## src/rtl/snap_ctrl_pkg.sv

```systemverilog
// Shared definitions for the snapshot capture sequencer.
package snap_ctrl_pkg;

   typedef enum logic [2:0] {
      IDLE    = 3'd0,
      ARMED   = 3'd1,
      DELAY   = 3'd2,
      CAPTURE = 3'd3,
      DONE    = 3'd4
   } snap_state_t;

   localparam int CTRL_ARM_BIT  = 0;
   localparam int CTRL_SOFT_BIT = 1;

   localparam int STAT_DONE_BIT = 31;
   localparam int STAT_BUSY_BIT = 30;

endpackage

```

## src/rtl/snap_trig_offset_ctrl_rise_edge_det.sv

```systemverilog
// One-bit synchronous rising-edge detector. History resets to 1 so a bit that
// is already high when reset releases does not produce an edge.
module rise_edge_det (
   input  logic clk,
   input  logic rst,
   input  logic din,
   output logic rise
);

   logic prev;

   // history register
   always_ff @(posedge clk) begin
      if (rst) prev <= 1'b1;
      else     prev <= din;
   end

   assign rise = din & ~prev;

endmodule

```

## src/rtl/snap_trig_offset_ctrl.sv

```systemverilog
// Capture sequencer: arm, wait for trigger, apply signed offset, stream samples
// into BRAM through one register stage, report done/busy/trigger address.
//
//  state   | meaning
//  --------+------------------------------------------------------------
//  IDLE    | inactive, waits for an arm edge
//  ARMED   | waiting for trigger; negative offset keeps writing history
//  DELAY   | positive offset: counting valid samples down to capture start
//  CAPTURE | writing post-trigger samples until remain runs out
//  DONE    | capture complete, waits for the next arm edge
module snap_trig_offset_ctrl
   import snap_ctrl_pkg::*;
#(
   parameter int ADDR_W = 10,
   parameter int DATA_W = 32
) (
   input  logic              user_clk,
   input  logic              user_rst,
   input  logic [31:0]       ctrl_in,
   input  logic [31:0]       trig_offset,
   input  logic              trig,
   input  logic              din_valid,
   input  logic [DATA_W-1:0] din,
   output logic [ADDR_W-1:0] bram_addr,
   output logic [DATA_W-1:0] bram_data,
   output logic              bram_we,
   output logic [31:0]       status_out
);

   localparam int DEPTH = 2 ** ADDR_W;
   localparam logic [ADDR_W-1:0] LAST_ADDR = '1;
   localparam logic [32:0]       MAX_PRE   = 33'(DEPTH - 1);

   snap_state_t       state_q, state_d;
   logic [ADDR_W-1:0] wr_ptr_q, wr_ptr_d;
   logic [ADDR_W-1:0] remain_q, remain_d;
   logic [ADDR_W-1:0] trig_addr_q, trig_addr_d;
   logic [31:0]       dly_q, dly_d;
   logic [31:0]       off_q, off_d;
   logic              soft_pend_q, soft_pend_d;

   logic              arm_edge, soft_edge, etrig;
   logic              wr_en;
   logic [ADDR_W-1:0] wr_addr;
   logic [32:0]       off_mag;
   logic [ADDR_W-1:0] pre_len, pre_remain;
   logic [31:0]       status_d;
   logic              unused_ctrl;

   assign unused_ctrl = ^ctrl_in[31:2];

   rise_edge_det u_arm_det (
      .clk  (user_clk),
      .rst  (user_rst),
      .din  (ctrl_in[CTRL_ARM_BIT]),
      .rise (arm_edge)
   );

   rise_edge_det u_soft_det (
      .clk  (user_clk),
      .rst  (user_rst),
      .din  (ctrl_in[CTRL_SOFT_BIT]),
      .rise (soft_edge)
   );

   assign etrig = din_valid & (trig | soft_pend_q);

   // 33-bit negate so the most negative offset does not overflow; history
   // length saturates at DEPTH-1 so the trigger sample always gets a slot.
   assign off_mag    = 33'd0 - {off_q[31], off_q};
   assign pre_len    = (off_mag >= MAX_PRE) ? LAST_ADDR : off_mag[ADDR_W-1:0];
   assign pre_remain = LAST_ADDR - pre_len;

   // state and counter registers
   always_ff @(posedge user_clk) begin
      if (user_rst) begin
         state_q     <= IDLE;
         wr_ptr_q    <= '0;
         remain_q    <= '0;
         trig_addr_q <= '0;
         dly_q       <= '0;
         off_q       <= '0;
         soft_pend_q <= 1'b0;
      end else begin
         state_q     <= state_d;
         wr_ptr_q    <= wr_ptr_d;
         remain_q    <= remain_d;
         trig_addr_q <= trig_addr_d;
         dly_q       <= dly_d;
         off_q       <= off_d;
         soft_pend_q <= soft_pend_d;
      end
   end

   // next-state, counters and write request; arm overrides everything else
   always_comb begin
      state_d     = state_q;
      wr_ptr_d    = wr_ptr_q;
      remain_d    = remain_q;
      trig_addr_d = trig_addr_q;
      dly_d       = dly_q;
      off_d       = off_q;
      soft_pend_d = soft_pend_q | soft_edge;
      wr_en       = 1'b0;
      wr_addr     = wr_ptr_q;

      if (arm_edge) begin
         state_d     = ARMED;
         wr_ptr_d    = '0;
         off_d       = trig_offset;
         soft_pend_d = 1'b0;
      end else if (din_valid) begin
         unique case (state_q)
            ARMED: begin
               if (etrig) begin
                  soft_pend_d = 1'b0;
                  if (off_q[31]) begin
                     wr_en       = 1'b1;
                     trig_addr_d = wr_ptr_q;
                     wr_ptr_d    = wr_ptr_q + 1'b1;
                     remain_d    = pre_remain;
                     state_d     = (pre_remain == '0) ? DONE : CAPTURE;
                  end else if (off_q == 32'd0) begin
                     wr_en       = 1'b1;
                     wr_addr     = '0;
                     trig_addr_d = '0;
                     wr_ptr_d    = ADDR_W'(1);
                     remain_d    = LAST_ADDR;
                     state_d     = CAPTURE;
                  end else begin
                     dly_d   = off_q - 32'd1;
                     state_d = DELAY;
                  end
               end else if (off_q[31]) begin
                  wr_en    = 1'b1;
                  wr_ptr_d = wr_ptr_q + 1'b1;
               end
            end
            DELAY: begin
               if (dly_q == 32'd0) begin
                  wr_en       = 1'b1;
                  wr_addr     = '0;
                  trig_addr_d = '0;
                  wr_ptr_d    = ADDR_W'(1);
                  remain_d    = LAST_ADDR;
                  state_d     = CAPTURE;
               end else begin
                  dly_d = dly_q - 32'd1;
               end
            end
            CAPTURE: begin
               wr_en    = 1'b1;
               wr_ptr_d = wr_ptr_q + 1'b1;
               remain_d = remain_q - 1'b1;
               if (remain_q == ADDR_W'(1)) state_d = DONE;
            end
            default: ;
         endcase
      end
   end

   // status word derived from the current state
   always_comb begin
      status_d                = '0;
      status_d[STAT_DONE_BIT] = (state_q == DONE);
      status_d[STAT_BUSY_BIT] = (state_q inside {ARMED, DELAY, CAPTURE});
      status_d[ADDR_W-1:0]    = trig_addr_q;
   end

   // write pipeline stage and status register
   always_ff @(posedge user_clk) begin
      if (user_rst) begin
         bram_we    <= 1'b0;
         bram_addr  <= '0;
         bram_data  <= '0;
         status_out <= '0;
      end else begin
         bram_we    <= wr_en;
         status_out <= status_d;
         if (wr_en) begin
            bram_addr <= wr_addr;
            bram_data <= din;
         end
      end
   end

endmodule
```

## config.mk

```make
export PLATFORM = sky130hd
export DESIGN_NAME = snap_trig_offset_ctrl
export DESIGN_NICKNAME = d
export VERILOG_FILES = /design/src/rtl/snap_ctrl_pkg.sv /design/src/rtl/snap_trig_offset_ctrl_rise_edge_det.sv /design/src/rtl/snap_trig_offset_ctrl.sv
export SDC_FILE = /design/constraint.sdc
export NUM_CORES = 1
export LEC_CHECK = 0
export BUFFER_PORTS_ARGS = -buffer_cell sky130_fd_sc_hd__clkbuf_2
export CAP_MARGIN = 5
export CORE_UTILIZATION = 60
export DETAILED_ROUTE_END_ITERATION = 10
export PLACE_DENSITY = 0.86
export RECOVER_POWER = 25
export SYNTH_ARGS = -nofsm -noshare
export SYNTH_HDL_FRONTEND = slang
export SYNTH_SLANG_ARGS = --single-unit
```

## constraint.sdc

```tcl
create_clock -name user_clk -period 6.1 [get_ports user_clk]
set_input_delay 1.22 -clock user_clk [delete_from_list [all_inputs] [get_ports user_clk]]
set_output_delay 1.22 -clock user_clk [all_outputs]
set_load 0.01 [all_outputs]
```

==> summary.txt, run 1 <==
GRT
  – Initial antenna violation count: 0
  – Number of global-route vias before repair: 7,590
  – Global-route wire length before repair: 36.8 mm
  – Gr usage total: 31.5%
  – Largest net degree at the start of global routing: 79
  – GR Overflow Total: 0

Pwr
  – Clock power share: 40.7%
  – PwrDens: 270 mW/mm^2
  – Psw: 0.795 mW
  – Maximum VDD drop: 0.000202 V
  – LEAKAGE: 3.58 nW
  – Sw frac: 30.8%
  – Total power: 2.58 mW
  – Part of the power in registers: 42.0%
  – Comb power frac: 17.3%
  – Internal power: 1.78 mW

Clock network
  – Hold_buf cts: 0
  – Clock sinks: 155
  – Clock latency on the worst-skew pair: 0.44 ns
  – CTS tree: yes
  – Clk pin slew, worst setup/hold paths: 0.07 ns
  – Cts bufs inserted: 17
  – H-Tree Depth: 4
  – Setup Buffers After CTS: 0
  – CTS Root Cell: clkbuf_16
  – # resized after CTS: 0
  – Clk buf depth: 2

Final layout
  – Nets: 1,282
  – Share of cells above drive strength 1: 14.6%
  – Util after Layout: 69.0%
  – Area of the multi-input gates: 0.00492 sq mm
  – Filler cell count: 1,139
  – Area growth syn-to-layout: 12.7%
  – Ant diodes: 0
  – Reg area: 0.00310 sq mm

STA
  – Max_slew headroom: -83.9%
  – Final worst slack: 1.39 ns
  – Final Critical Period: 4.71 ns
  – Fmax achieved: 0.212 GHz
  – Final Hold Viols: 0
  – Worst-margin pin slew: 2.76 ns
  – RSZ-0062 raised after global routing: no
  – Setup Skew: 0.00906 ns
  – Slew Viols, Final: 59
  – Final Setup Violations: 0
  – TNS Setup: 0 ns
  – Worst hold slack: 0.453 ns
  – Final period util: 77.2%

Setup path
  – Critical-path cell list: inv_1 -> ha_1 -> nor4b_1 -> buf_4 -> nand4_1 -> or4_1 -> ha_1 -> nand2b_1 -> nor4_1 -> o22ai_1 -> nor4_2 -> nand4b_1 -> a211oi_1
  – Critical setup path kind: reg2reg
  – Reg-to-reg endpoint: remain_q[1]$_SDFFE_PP0P_
  – CP most frequent cell: ha_1
  – Critical Path RT: 6.41 ns
  – Reg2Reg Depth: 13
  – CP endpoint kind: flip-flop
  – Crit Path Max Fanout: 12
  – Worst setup SP type: flip-flop
  – Worst path arrival time: 5.02 ns
  – Crit-path max cell delay: 0.75 ns
  – Critical-path top delay cell: or4_1
  – R2R setup slack: 1.39 ns
  – Critical R2R Launch: off_q[0]$_SDFFE_PP0P_

Route
  – First-pass DRT Iterations: 5
  – DRC: 0
  – Post-Route WL: 22.8 mm
  – Post-route ant nets: 0
  – Initial DRC count: 879
  – Via/cell ratio: 6.28
  – Routed wire per std cell: 16.7 um
  – Vias: 8,595

Floorplanning
  – Chip Width: 121 um
  – # IOs: 175
  – Starting density of the core: 61.3%
  – Die Footprint: 0.0146 sq mm
  – Die height: 121 um
  – Core Area: 0.0138 sq mm
  – Site Rows: 43

Run
  – Max-Cap Viols: 1

Logic synthesis
  – Ys Warns: 0
  – Post-synthesis sequential area ratio: 36.6%
  – Yosys reg bits: 155
  – Synth Instances: 1,113
  – Ys flop type: dfxtp_1
  – Ys async rst share: 0%
  – Avg Inst Size Synth: 7.61 sq um
  – Cell area after synthesis: 0.00847 sq mm
  – Netlist cell types: 77
  – Number of synthesized flops with an enable pin: 0

Outcome
  – Status: complete, but fails checks
  – Failing checks: capacitance limit, slew limit

Placed design
  – Buffers added on ports: 124
  – DP Wirelength: 14.9 mm
  – Pre-CTS setup slack: 1.58 ns
  – GPL Wtd Cong: 0.938

Hold path
  – Hold Startpoint: bram_data[25]$_SDFFE_PP0P_
  – Min-delay worst type: reg2reg
  – WHS Path Cells: 2
  – Hold Path End: bram_data[25]$_SDFFE_PP0P_
==> state kept, by name (all words and copies together) (netlist names) <==
signal and flops:
off_q 32, dly_q 32, u_soft_det.prev 1, soft_pend_q 1
trig_addr_q 10, remain_q 10, status_out 12, bram_addr 10
bram_data 32, u_arm_det.prev 1, wr_ptr_q 10, bram_we 1
state_q 3
==> worst max path at each step <==
stage                                     start                  endpoint  slack (ns)  cells after the start
after floorplan           off_q[0]$_SDFFE_PP0P_  wr_ptr_q[6]$_SDFFE_PP0P_        2.03                     13
after global placement    off_q[0]$_SDFFE_PP0P_  remain_q[1]$_SDFFE_PP0P_        1.75                     13
after detailed placement  off_q[0]$_SDFFE_PP0P_  remain_q[1]$_SDFFE_PP0P_        1.58                     13
after CTS                 off_q[0]$_SDFFE_PP0P_  remain_q[1]$_SDFFE_PP0P_        1.50                     13
after global routing      off_q[0]$_SDFFE_PP0P_  remain_q[4]$_SDFFE_PP0P_        1.09                     13
final                     off_q[0]$_SDFFE_PP0P_  remain_q[1]$_SDFFE_PP0P_        1.39                     13
==> power groups by stage <==
stage | clock network [mW] | registers, mW | logic (mW)
4_1_cts | 1.06 | 1.08 | 0.436
6_report | 1.05 | 1.08 | 0.445
2_1_floorplan | 0 | 1.08 | 0.349
3_5_place_dp | 0 | 1.10 | 0.431
5_1_grt | 1.10 | 1.09 | 0.488
3_3_place_gp | 0 | 1.10 | 0.420
==> synthesized netlist by cell type (7+ instances only) <==
| master | count | area [sq um] |
|---|---|---|
| or2_2 | 8 | 50.1 |
| or3_1 | 15 | 93.8 |
| nand2_1 | 215 | 807 |
| a32oi_1 | 7 | 61.3 |
| ha_1 | 7 | 87.6 |
| a31oi_1 | 19 | 119 |
| nand3_1 | 35 | 175 |
| o22ai_1 | 9 | 56.3 |
| o31ai_1 | 8 | 60.1 |
| inv_1 | 10 | 37.5 |
| nor3b_1 | 7 | 52.6 |
| or4_1 | 15 | 113 |
| mux2i_1 | 21 | 210 |
| o21ai_0 | 59 | 295 |
| nor4_1 | 24 | 150 |
| nand4_1 | 9 | 56.3 |
| clkbuf_1 | 77 | 289 |
| nor2b_1 | 13 | 81.3 |
| nor3_1 | 28 | 140 |
| and3_1 | 7 | 43.8 |
| o211ai_1 | 7 | 52.6 |
| mux2_2 | 7 | 78.8 |
| xnor2_1 | 7 | 61.3 |
| a21oi_1 | 127 | 636 |
| nor2_1 | 51 | 191 |
| nand2b_1 | 9 | 56.3 |
| buf_4 | 20 | 150 |
| a211oi_1 | 12 | 90.1 |
| o2111ai_1 | 7 | 61.3 |
| buf_1 | 8 | 30.0 |
| dfxtp_1 | 155 | 3100 |
| o21a_1 | 7 | 52.6 |
| xor2_1 | 11 | 96.3 |
==> worst max-delay path: cells and delay by family, from the launching register on <==
| family | cells | cell delay (ns) |
|---|---|---|
| AOI/OAI and AO/OA | 2 | 0.45 |
| adders and majority gates | 2 | 0.60 |
| buffers and inverters | 2 | 0.31 |
| DFF | 1 | 0.40 |
| and+or+nand+nor | 7 | 2.82 |
==> cells by family after synthesis <==
| family | after synthesis | synth area share (%) |
|---|---|---|
| AOI/OAI and AO/OA | 314 | 23.2 |
| xor gates and xnor gates | 18 | 1.86 |
| adders and majority gates | 7 | 1.03 |
| buffers and inverters | 122 | 6.54 |
| DFF | 155 | 36.6 |
| muxes | 29 | 3.57 |
| other | 1 | 0.0443 |
| and+or+nand+nor | 467 | 27.1 |
==> routing by layer <==
layer  vias up  global-route usage, %  share of wire, %
li1       4109                      -                 -
met1      3964                   41.8                42
met2       440                   48.9                46
met3        82                   6.93               8.4
met4         0                   13.9               3.1
met5         -                      0                 0
==> cells in the final DEF, fill, tap and decap left out, types with 6 or more instances in the layout <==
| master | count |
|---|---|
| dfxtp_1 | 155 |
| a21oi_1 | 127 |
| or3_1 | 15 |
| xnor2_1 | 7 |
| o31ai_1 | 8 |
| a21o_1 | 6 |
| and3_1 | 7 |
| buf_4 | 12 |
| clkbuf_16 | 17 |
| a211oi_1 | 11 |
| nand2_1 | 215 |
| nor3_1 | 27 |
| a32oi_1 | 7 |
| nor2b_1 | 12 |
| inv_1 | 10 |
| ha_1 | 7 |
| o211ai_1 | 7 |
| xor2_1 | 11 |
| or2_2 | 8 |
| or4_1 | 15 |
| nor4_1 | 24 |
| a31oi_1 | 19 |
| mux2_2 | 7 |
| nand2b_1 | 9 |
| o21a_1 | 7 |
| clkbuf_2 | 94 |
| nand4_1 | 9 |
| o2111ai_1 | 7 |
| nand3_1 | 35 |
| o22ai_1 | 9 |
| clkbuf_1 | 30 |
| mux2i_1 | 21 |
| o21ai_0 | 59 |
| nor3b_1 | 6 |
| nand3b_1 | 6 |
| nor2_1 | 51 |
| conb_1 | 20 |
==> metrics by stage <==
stage,std cells,cell area [sq um]
final,1368,9540
after global routing,1368,9540
after CTS,1368,9580
after detailed placement,1336,9000
after global placement,1336,9000
after floorplan,1132,8540
==> area by class of cell <==
cell class | count | area share (%)
sequential | 155 | 32.5
clock inverter | 15 | 1.66
clock buffer | 17 | 4.46
timing repair buffer | 136 | 7.05
inverter | 10 | 0.393
tap | 180 | 2.36
multi-input combinational | 855 | 51.6
Power figures use the tool's default switching activity.
==> run 2, diff against run 1 <==
--- a/config.mk
+++ b/config.mk
@@ -5,11 +5,12 @@
 export SDC_FILE = /design/constraint.sdc
 export NUM_CORES = 1
 export LEC_CHECK = 0
+export ABC_AREA = 1
 export BUFFER_PORTS_ARGS = -buffer_cell sky130_fd_sc_hd__clkbuf_2
 export CAP_MARGIN = 5
-export CORE_UTILIZATION = 60
+export CORE_UTILIZATION = 50
 export DETAILED_ROUTE_END_ITERATION = 10
-export PLACE_DENSITY = 0.86
+export PLACE_DENSITY = 0.77
 export RECOVER_POWER = 25
 export SYNTH_ARGS = -nofsm -noshare
 export SYNTH_HDL_FRONTEND = slang
==> constraint.sdc (replaced) <==
create_clock -name user_clk -period 3.8 [get_ports user_clk]
set_input_delay 0.76 -clock user_clk [delete_from_list [all_inputs] [get_ports user_clk]]
set_output_delay 0.76 -clock user_clk [all_outputs]
set_load 0.01 [all_outputs]
==> summary.txt, run 2 <==
Outcome
  – Status: complete, but fails checks
  – Failing checks: capacitance limit, slew limit

Logic synthesis
  – Top-area cell type share of the netlist area: 36.4% (-0.27 points)
  – Top cell type by total area after synthesis: dfxtp_1
  – Synth Instances: 1,283 (+15%)
  – Yosys reg bits: 155 (unchanged)
  – Cell area after synthesis: 0.00853 sq mm (+0.74%)
  – Mux contribution to synthesized area: 0% (-3.6 points)
  – Netlist cell types: 47 (-39%)
  – Ys async rst share: 0% (unchanged)
  – Most frequent cell after synthesis: nor2_1
  – Number of synthesized flops with an enable pin: 0 (unchanged)
  – Post-Synth Adder-Cell Area: 1.03% (-0.0076 points)
  – Post-synth top cells: nor2_1, nand2_1, dfxtp_1
  – Post-Synth XOR/XNOR Area: 2.57% (+0.70 points)
  – Post-synthesis sequential area ratio: 36.4% (-0.27 points)
  – Avg Inst Size Synth: 6.65 sq um (-13%)
  – Ys flop type: dfxtp_1
  – Post-Synth Simple-Gate Area: 30.8% (+3.6 points)
  – Synth Area in Compound Gates: 17.8% (-5.4 points)
  – Largest family of logic cells by synthesized area: simple AND/OR/NAND/NOR gates
  – Largest cells by area after synthesis: dfxtp_1, nor2_1, nand2_1, o21ai_0, inv_1
  – Ys Warns: 0 (unchanged)

STA
  – Final Hold Viols: 0 (unchanged)
  – RSZ-0062 raised after global routing: no
  – Slew Viols, Final: 37 (-37%)
  – Final Setup Violations: 0 (unchanged)
  – Final Critical Period: 3.36 ns (-1.35 ns)
  – Worst-margin pin slew: 1.87 ns (-0.891 ns)
  – Max_slew headroom: -24.5% (+59 points)
  – Setup Skew: 0.0107 ns (+0.00168 ns)
  – Final period util: 88.3% (+11 points)
  – TNS Setup: 0 ns (unchanged)
  – Fmax achieved: 0.298 GHz (+40%)

GRT
  – Largest net degree at the start of global routing: 66 (-16%)
  – Initial antenna violation count: 0 (unchanged)
  – Global-route wire length before repair: 37.4 mm (+1.4%)
  – GR Overflow Total: 0 (unchanged)
  – Number of global-route vias before repair: 7,841 (+3.3%)
  – Gr usage total: 26.3% (-5.2 points)

Final layout
  – Biggest regs: bram_data (32), dly_q (32), off_q (32)
  – Non-filler instance count after layout: 1,618 (+18%)
  – Nets: 1,492 (+16%)
  – Ant diodes: 0 (unchanged)
  – Area growth syn-to-layout: 14.1%
  – Most frequent cells in the layout: nor2_1, nand2_1, dfxtp_1, inv_1, o21ai_0
  – Post-route design area: 0.00974 sq mm (+2.1%)
  – Share of cells above drive strength 1: 14.7% (+0.017 points)
  – Most common cell after layout, fill and taps aside: nor2_1

Placed design
  – Buffers added on ports: 124 (unchanged)
  – DP Wirelength: 16.4 mm (+10%)
  – Placed Instances: 1,586 (+19%)
  – GPL Wtd Cong: 0.950 (+1.3%)
  – DP Area: 0.00918 sq mm (+2.0%)

Setup path
  – CP delay by family, top: simple AND/OR/NAND/NOR gates
  – Critical-path top delay cell: ha_1
  – Worst path arrival time: 3.67 ns (-1.35 ns)
  – Worst Path Buf+Inv: 2 (unchanged)
  – Crit-path max cell delay: 0.44 ns (-0.31 ns)
  – Worst setup SP type: flip-flop
  – CP most frequent cell: nand2_1
  – Critical-path cell list: inv_1 -> ha_1 -> nand2_2 -> nor2_2 -> nand3_2 -> nor2_1 -> nand4_1 -> ha_1 -> o21ai_0 -> nor2_1 -> nand2_1 -> nor2_1 -> nand2_1 -> nor2_1 -> buf_4 -> nand3_1 -> nand2_1 -> nand2_1 -> nand2_1 -> a21oi_1
  – CP endpoint kind: flip-flop
  – Critical setup path kind: reg2reg
  – Critical Path RT: 4.11 ns (-2.30 ns)
  – Crit Path Max Fanout: 11 (-1)

Clock network
  – Clk buf depth: 2 (unchanged)
  – CTS tree: yes
  – H-Tree Depth: 4 (unchanged)
  – CTS Root Cell: clkbuf_16
  – Clock latency on the worst-skew pair: 0.44 ns (about the same)
  – Clock sinks: 155 (unchanged)
  – Hold_buf cts: 0 (unchanged)
  – Cts bufs inserted: 17 (unchanged)
  – Clk pin slew, worst setup/hold paths: 0.07 ns (about the same)

Floorplanning
  – Site Rows: 47 (+9.3%)
  – Starting density of the core: 51.3% (-10 points)
  – # IOs: 175 (unchanged)
  – Die Footprint: 0.0176 sq mm (+21%)
  – Die height: 133 um (+9.8%)
  – Core Area: 0.0166 sq mm (+20%)
  – Chip Width: 133 um (+9.8%)

Route
  – DRC: 0 (unchanged)
  – Post-route ant nets: 0 (unchanged)
  – Vias: 8,613 (+0.21%)
  – Initial DRC count: 728 (-17%)
  – Via/cell ratio: 5.32 (-15%)
  – Post-Route WL: 22.4 mm (-1.7%)
  – First-pass DRT Iterations: 8 (+3)
  – Routed wire per std cell: 13.9 um (-17%)

Pwr
  – Maximum VDD drop: 0.000382 V (+90%)
  – LEAKAGE: 4.64 nW (+30%)
  – Total power: 4.75 mW (+84%)
  – PwrDens: 488 mW/mm^2 (+81%)

Run
  – Max-Cap Viols: 1 (unchanged)

Hold path
  – Min-delay worst type: reg2reg
-- run 2: cell count changes in the layout (fill, tap and decap cells not counted), moves of 19 or more --
cell	change
mux2i_1	-21
nand4_1	+19
a21oi_1	-29
o21ai_0	+71
inv_1	+124
nor2_1	+175
-- run 2: area by class of cell --
cell class,instances,area [sq um]
inverter,145,544
timing repair buffer,137,689
fill,1654,6900
clock inverter,15,173
multi-input combinational,929,4530
tap,220,275
sequential,155,3100
clock buffer,17,425
-- run 2: where the power goes --
group | switching, mW | internal, mW | total [mW]
sequential | 0.0803 | 1.72 | 1.80
combinational | 0.829 | 0.394 | 1.22
clock | 0.784 | 0.942 | 1.73
total | 1.69 | 3.06 | 4.75
-- run 2: cells by family (layout without fill, tap and decap cells) --
kind of cell,after synthesis,count (layout)
AOI/OAI and AO/OA,280,280
xor gates and xnor gates,25,25
adders and majority gates,7,7
buffers and inverters,218,314
DFF,155,155
other,1,20
and+or+nand+nor,597,597
-- run 2: repair_timing --
action / 4_1_cts / 5_1_grt
endpoints found under the setup margin: 0 / 2
gates resized for setup: 0 / 1
setup buffers: 0 / 0
-- run 2: routing by layer --
layer	wire, um	track usage [%]
met2	10100	41.2
met3	1410	5.25
met4	994	14.8
met5	0	0
met1	9950	33.8
-- run 2: worst min-delay path, delay by kind of cell (launching register included) --
family	cells	cell delay, ns
and+or+nand+nor	1	0.04
buffers and inverters	1	0.04
DFF	1	0.30
-- run 2: metrics by stage --
step | hold slack, ns | utilization [%] | setup slack, ns
2_1_floorplan | 0.400 | - | 1.16
3_3_place_gp | 0.401 | 55.2 | 0.616
3_5_place_dp | 0.409 | 55.2 | 0.480
4_1_cts | 0.417 | 58.8 | 0.453
5_1_grt | 0.432 | 58.5 | 0.0772
6_report | 0.413 | 58.5 | 0.444
-- run 2: path summary, 6_finish.rpt --
| path | endpoint | from | cells after the start | slack [ns] |
|---|---|---|---|---|
| max | state_q[2]$_SDFFE_PP0P_ | off_q[0]$_SDFFE_PP0P_ | 20 | 0.44 |
| min | status_out[7]$_SDFF_PP0_ | trig_addr_q[7]$_SDFFE_PP0P_ | 2 | 0.41 |
| max reg2reg | state_q[2]$_SDFFE_PP0P_ | off_q[0]$_SDFFE_PP0P_ | 20 | 0.44 |
| min reg2reg | status_out[7]$_SDFF_PP0_ | trig_addr_q[7]$_SDFFE_PP0P_ | 2 | 0.41 |
